### src/rtl/csr_rmw_pkg.sv
// csr_rmw_pkg: shared definitions for the Zicsr read-modify-write controller.
//   - XLEN and the CSR_ADDR_NONE sentinel ("no CSR access")
//   - funct3 encodings of the six Zicsr instructions
//   - FSM state encoding
//   - common machine-mode CSR addresses
//   - latched-op record and small decode helpers
package csr_rmw_pkg;

    localparam int          XLEN          = 32;
    localparam logic [11:0] CSR_ADDR_NONE = 12'hFFF;

    // funct3[2] selects the immediate form; funct3[1:0] selects W/S/C.
    localparam logic [2:0] F3_RW  = 3'b001;
    localparam logic [2:0] F3_RS  = 3'b010;
    localparam logic [2:0] F3_RC  = 3'b011;
    localparam logic [2:0] F3_RWI = 3'b101;
    localparam logic [2:0] F3_RSI = 3'b110;
    localparam logic [2:0] F3_RCI = 3'b111;

    localparam logic [1:0] ST_IDLE = 2'd0;
    localparam logic [1:0] ST_READ = 2'd1;
    localparam logic [1:0] ST_WCSR = 2'd2;
    localparam logic [1:0] ST_WRD  = 2'd3;

    localparam logic [11:0] CSR_MSTATUS   = 12'h300;
    localparam logic [11:0] CSR_MTVEC     = 12'h305;
    localparam logic [11:0] CSR_MSCRATCH  = 12'h340;
    localparam logic [11:0] CSR_MEPC      = 12'h341;
    localparam logic [11:0] CSR_MCYCLE    = 12'hB00;
    localparam logic [11:0] CSR_CYCLE     = 12'hC00;
    localparam logic [11:0] CSR_MVENDORID = 12'hF11;

    typedef struct packed {
        logic [2:0]      funct3;
        logic [11:0]     addr;
        logic [XLEN-1:0] src;
        logic [4:0]      rd;
        logic [4:0]      rs1;
    } csr_op_t;

    // W forms always write; S/C forms write only with a nonzero rs1 index/uimm.
    function automatic logic op_writes(input logic [2:0] funct3, input logic [4:0] rs1);
        return (funct3[1:0] == 2'b01) || (rs1 != 5'd0);
    endfunction

    function automatic logic csr_is_ro(input logic [11:0] addr);
        return addr[11:10] == 2'b11;
    endfunction

endpackage

### src/rtl/csr_rmw_alu.sv
// csr_rmw_alu: combinational new-CSR-value computation.
//   funct3 in  3     Zicsr funct3 (only [1:0] matters: W/S/C)
//   old    in  XLEN  CSR value read before the write
//   src    in  XLEN  rs1 data or zero-extended uimm
//   result out XLEN  value to write back to the CSR
module csr_rmw_alu
    import csr_rmw_pkg::*;
(
    input  logic [2:0]      funct3,
    input  logic [XLEN-1:0] old,
    input  logic [XLEN-1:0] src,
    output logic [XLEN-1:0] result
);

    always_comb begin
        case (funct3[1:0])
            2'b10:   result = old | src;
            2'b11:   result = old & ~src;
            default: result = src;
        endcase
    end

endmodule

### src/rtl/csr_rmw_ctrl.sv
// csr_rmw_ctrl: sequences one Zicsr op as CSR read, CSR write, rd write.
// The register file favours rd writes over CSR writes, so the two writes
// occupy separate cycles. Outputs are decoded from the current state.
//   clk, rst                 clock, synchronous active-high reset
//   req_valid_i/req_ready_o  op handshake from decode (ready only when idle)
//   req_funct3_i, req_csr_addr_i, req_rs1_addr_i, req_rs1_data_i, req_rd_addr_i
//                            decoded op fields (rs1 index doubles as uimm)
//   csr_raddr_o/csr_rdata_i  CSR read port (combinational read data)
//   csr_waddr_o/csr_wdata_o  CSR write port, CSR_ADDR_NONE when not writing
//   rd_waddr_o/rd_wdata_o    rd write port, both zero when not writing
//   done_o, illegal_o        pulses in the final active cycle of an op
// Build option CSR_RMW_FASTWR_EN: RW/RWI with rd==0 skip READ and go straight
// to WCSR; the read-only check is done at accept.
module csr_rmw_ctrl
    import csr_rmw_pkg::*;
(
    input  logic            clk,
    input  logic            rst,
    input  logic            req_valid_i,
    output logic            req_ready_o,
    input  logic [2:0]      req_funct3_i,
    input  logic [11:0]     req_csr_addr_i,
    input  logic [4:0]      req_rs1_addr_i,
    input  logic [XLEN-1:0] req_rs1_data_i,
    input  logic [4:0]      req_rd_addr_i,
    output logic [11:0]     csr_raddr_o,
    input  logic [XLEN-1:0] csr_rdata_i,
    output logic [11:0]     csr_waddr_o,
    output logic [XLEN-1:0] csr_wdata_o,
    output logic [4:0]      rd_waddr_o,
    output logic [XLEN-1:0] rd_wdata_o,
    output logic            done_o,
    output logic            illegal_o
);

    logic [1:0]      state, state_nxt;
    csr_op_t         op;
    logic [XLEN-1:0] old;
    logic [XLEN-1:0] new_val;
    logic            accept;
    logic            wcsr;
    logic            ro_fault;
    logic            fast_go;
    logic            fast_ill;

    assign accept   = req_valid_i && req_ready_o;
    assign wcsr     = op_writes(op.funct3, op.rs1);
    assign ro_fault = wcsr && csr_is_ro(op.addr);

`ifdef CSR_RMW_FASTWR_EN
    // W forms do not depend on the old value, so with no rd there is nothing to read.
    assign fast_go = (req_funct3_i[1:0] == 2'b01) && (req_rd_addr_i == 5'd0);
    always_ff @(posedge clk) begin
        if (rst)
            fast_ill <= 1'b0;
        else if (accept)
            fast_ill <= fast_go && csr_is_ro(req_csr_addr_i);
    end
`else
    assign fast_go  = 1'b0;
    assign fast_ill = 1'b0;
`endif

    csr_rmw_alu u_alu (
        .funct3 (op.funct3),
        .old    (old),
        .src    (op.src),
        .result (new_val)
    );

    always_comb begin
        state_nxt   = state;
        req_ready_o = 1'b0;
        csr_raddr_o = CSR_ADDR_NONE;
        csr_waddr_o = CSR_ADDR_NONE;
        csr_wdata_o = '0;
        rd_waddr_o  = 5'd0;
        rd_wdata_o  = '0;
        done_o      = 1'b0;
        illegal_o   = 1'b0;
        case (state)
            ST_IDLE: begin
                req_ready_o = 1'b1;
                if (req_valid_i)
                    state_nxt = fast_go ? ST_WCSR : ST_READ;
            end
            ST_READ: begin
                // Write port stays at NONE so the regfile cannot forward into this read.
                csr_raddr_o = op.addr;
                if (ro_fault) begin
                    done_o    = 1'b1;
                    illegal_o = 1'b1;
                    state_nxt = ST_IDLE;
                end else if (wcsr) begin
                    state_nxt = ST_WCSR;
                end else if (op.rd != 5'd0) begin
                    state_nxt = ST_WRD;
                end else begin
                    done_o    = 1'b1;
                    state_nxt = ST_IDLE;
                end
            end
            ST_WCSR: begin
                if (fast_ill) begin
                    done_o    = 1'b1;
                    illegal_o = 1'b1;
                    state_nxt = ST_IDLE;
                end else begin
                    csr_waddr_o = op.addr;
                    csr_wdata_o = new_val;
                    if (op.rd != 5'd0) begin
                        state_nxt = ST_WRD;
                    end else begin
                        done_o    = 1'b1;
                        state_nxt = ST_IDLE;
                    end
                end
            end
            default: begin
                rd_waddr_o = op.rd;
                rd_wdata_o = old;
                done_o     = 1'b1;
                state_nxt  = ST_IDLE;
            end
        endcase
    end

    always_ff @(posedge clk) begin
        if (rst)
            state <= ST_IDLE;
        else
            state <= state_nxt;
    end

    // Datapath registers are only consumed after an accept, so they need no reset.
    always_ff @(posedge clk) begin
        if (accept) begin
            op.funct3 <= req_funct3_i;
            op.addr   <= req_csr_addr_i;
            op.src    <= req_funct3_i[2] ? {{(XLEN-5){1'b0}}, req_rs1_addr_i} : req_rs1_data_i;
            op.rd     <= req_rd_addr_i;
            op.rs1    <= req_rs1_addr_i;
        end
        if (state == ST_READ)
            old <= csr_rdata_i;
    end

endmodule

### config.mk
export PLATFORM = sky130hd
export DESIGN_NAME = csr_rmw_ctrl
export DESIGN_NICKNAME = d
export VERILOG_FILES = /design/src/rtl/csr_rmw_pkg.sv /design/src/rtl/csr_rmw_alu.sv /design/src/rtl/csr_rmw_ctrl.sv
export SDC_FILE = /design/constraint.sdc
export NUM_CORES = 1
export LEC_CHECK = 0
export ABC_AREA = 1
export BUFFER_PORTS_ARGS = -buffer_cell sky130_fd_sc_hd__buf_4
export CAP_MARGIN = 20
export CORE_MARGIN = 1
export CORE_UTILIZATION = 45
export CTS_CLUSTER_SIZE = 40
export DETAILED_ROUTE_END_ITERATION = 10
export MAX_ROUTING_LAYER = met4
export PLACE_DENSITY = 0.88
export SETUP_SLACK_MARGIN = 0.15
export SLEW_MARGIN = 15
export SYNTH_ARGS = -nofsm -noshare
export SYNTH_HDL_FRONTEND = slang
export SYNTH_HIERARCHICAL = 1
export SYNTH_SLANG_ARGS = --single-unit
### constraint.sdc
create_clock -name clk -period 10.9 [get_ports clk]
set_clock_uncertainty 0.05 [all_clocks]
set_input_delay 1.635 -clock clk [delete_from_list [all_inputs] [get_ports clk]]
set_output_delay 1.635 -clock clk [all_outputs]
set_load 0.01 [all_outputs]
==> qor.txt <==
status = finished clean
largest net degree at the start of global routing = 57
HPWL after detailed placement = 7360 um
GPL Wtd Cong = 0.778
CP required = 9220 ps
Die W = 102 um
Fin. Hold Viols = 0
Slew headroom = 0.354
Setup WS post-layout = 7180 ps
H-tree Lvls = 3
Total Neg Setup Slack = 0 ps
Nets = 784
Worst Setup Start Kind = register
clock latency on the worst-skew pair = 360 ps
die area = 10,400 um^2
antenna-violating nets left = 0
Slowest Stage Delay on Critical Path = 720 ps
final wirelength = 10,600 um
placed cell area = 5920 um^2
Worst Max-Slew Pin Slew = 968 ps
P per Cell Area = 133 nW/um^2
CP arrival = 2040 ps
Post-Syn Instances = 511
vias after detailed routing = 3,733
number of CTS-inserted buffers = 9
reg-to-reg startpoint = state[0]$_SDFFE_PP0P_
ant diodes = 0
FP Rows = 36
CTS sink count = 90
WL per Instance = 12.8 um
clock-pin slew on the worst setup and hold paths = 90 ps
vias per cell = 4.50
RSZ-0062 raised after global routing = false
Peak VDD IR = 0.0858 mV
initial antenna violation count = 0
cell area after synthesis = 4490 um^2
ordered cell list for the critical path = nand2_1, inv_2, nand2_1, buf_4
synthesis-to-layout area growth = 36.4%
port bufs = 187
PostCTS Resize Cnt = 0
Worst Setup SP = state[0]$_SDFFE_PP0P_
CTS max path bufs = 2
DRC Markers = 0
clk root buf = clkbuf_8
critical path type = register to primary output
fin. max-slew vios = 0
initial core utilization = 0.461
fraction of layout cells with a size suffix above 1 = 0.323
max-cap viol count = 0
crit path capture type = primary output
drt pass-1 iters = 6
pre-CTS WS = 7560 ps
vias in the first global route = 3,529
DRT iter0 DRCs = 127
Global Route Usage Sum = 0.210
worst hold path class = register to register
die height = 102 um
Fmax = 269 MHz
Fillers = 803
Final Cycle Share = 0.342
Post-CTS Hold Fix Bufs = 0
Syn. warnings = 6
CTS tree = built
core outline area = 9730 um^2
crit-path max FO = 45
CP most frequent cell = nand2_1
first-pass GRT wire length = 15,700 um
setup bufs post-CTS = 0
Leak Pwr = 0.00320 uW
average cell area after synthesis = 8.78 um^2
I/O pins = 188
Finished Cell Area = 6120 um^2
Tmin final = 3720 ps
HP Start = op[2]$_DFFE_PP_
crit path max-delay cell type = inv_2
Setup-failing EPs final = 0
grt ovf = 0
Mapped Nets = 603
[per-stage QoR]
step,util,total power [uW],std cells,hold WS [ps]
final,0.629,815,830,623
after global routing,0.629,852,830,696
after CTS,0.629,820,830,627
after detailed placement,0.609,598,814,611
after global placement,0.609,591,814,597
after floorplan,-,531,511,562
[registers in the layout, indices dropped and copies added, names as in the netlist]
signal	count
old	32
state	2
op	56
[metal layers]
metal  global-route usage  vias to the layer above  routed length (um)
met4               0.0923                        0                 158
met1                0.239                     1705                4410
met3               0.0315                       14                 578
met5                    -                        -                   0
li1                     -                     1868                   -
met2                0.369                      146                5470
[report_power, final]
part / total (uW) / leakage, uW / switching, uW / internal (uW)
sequential: 437 / 0.000856 / 16.1 / 421
clock: 225 / 0.0000889 / 120 / 105
combinational: 154 / 0.00225 / 88.3 / 65.2
[worst max-delay path: cells and delay by family (launching register included)]
kind,cells,cell delay [ps]
AND/OR/NAND/NOR,2,260
flip-flops,1,510
buffers and inverters,2,910
[layout by cell type, fill, tap and decap left out, types with 2 or more instances in the layout]
master	instances
a21oi_1	2
buf_4	190
clkbuf_8	9
clkinvlp_4	3
dfxtp_1	2
edfxtp_1	88
inv_1	146
inv_2	2
mux2_2	5
nand2_1	92
nand2_2	10
nand3_1	33
nor2_1	105
[path summary, 6_finish.rpt]
kind,cells after the start,to,slack [ps]
min,5,state[0]$_SDFFE_PP0P_,620
max reg2reg,4,state[1]$_SDFFE_PP0P_,9020
max,4,csr_raddr_o[11],7180
min reg2reg,5,state[0]$_SDFFE_PP0P_,620
[area by class of cell]
cell class | instances | area [um^2] | share of cell area
tap | 133 | 166 | 0.0272
sequential | 90 | 2680 | 0.439
inverter | 148 | 556 | 0.0908
clock inverter | 7 | 70.1 | 0.0115
multi-input combinational | 253 | 1090 | 0.179
timing repair buffer | 190 | 1430 | 0.233
clock buffer | 9 | 124 | 0.0202
(Power assumes the default switching activity.)
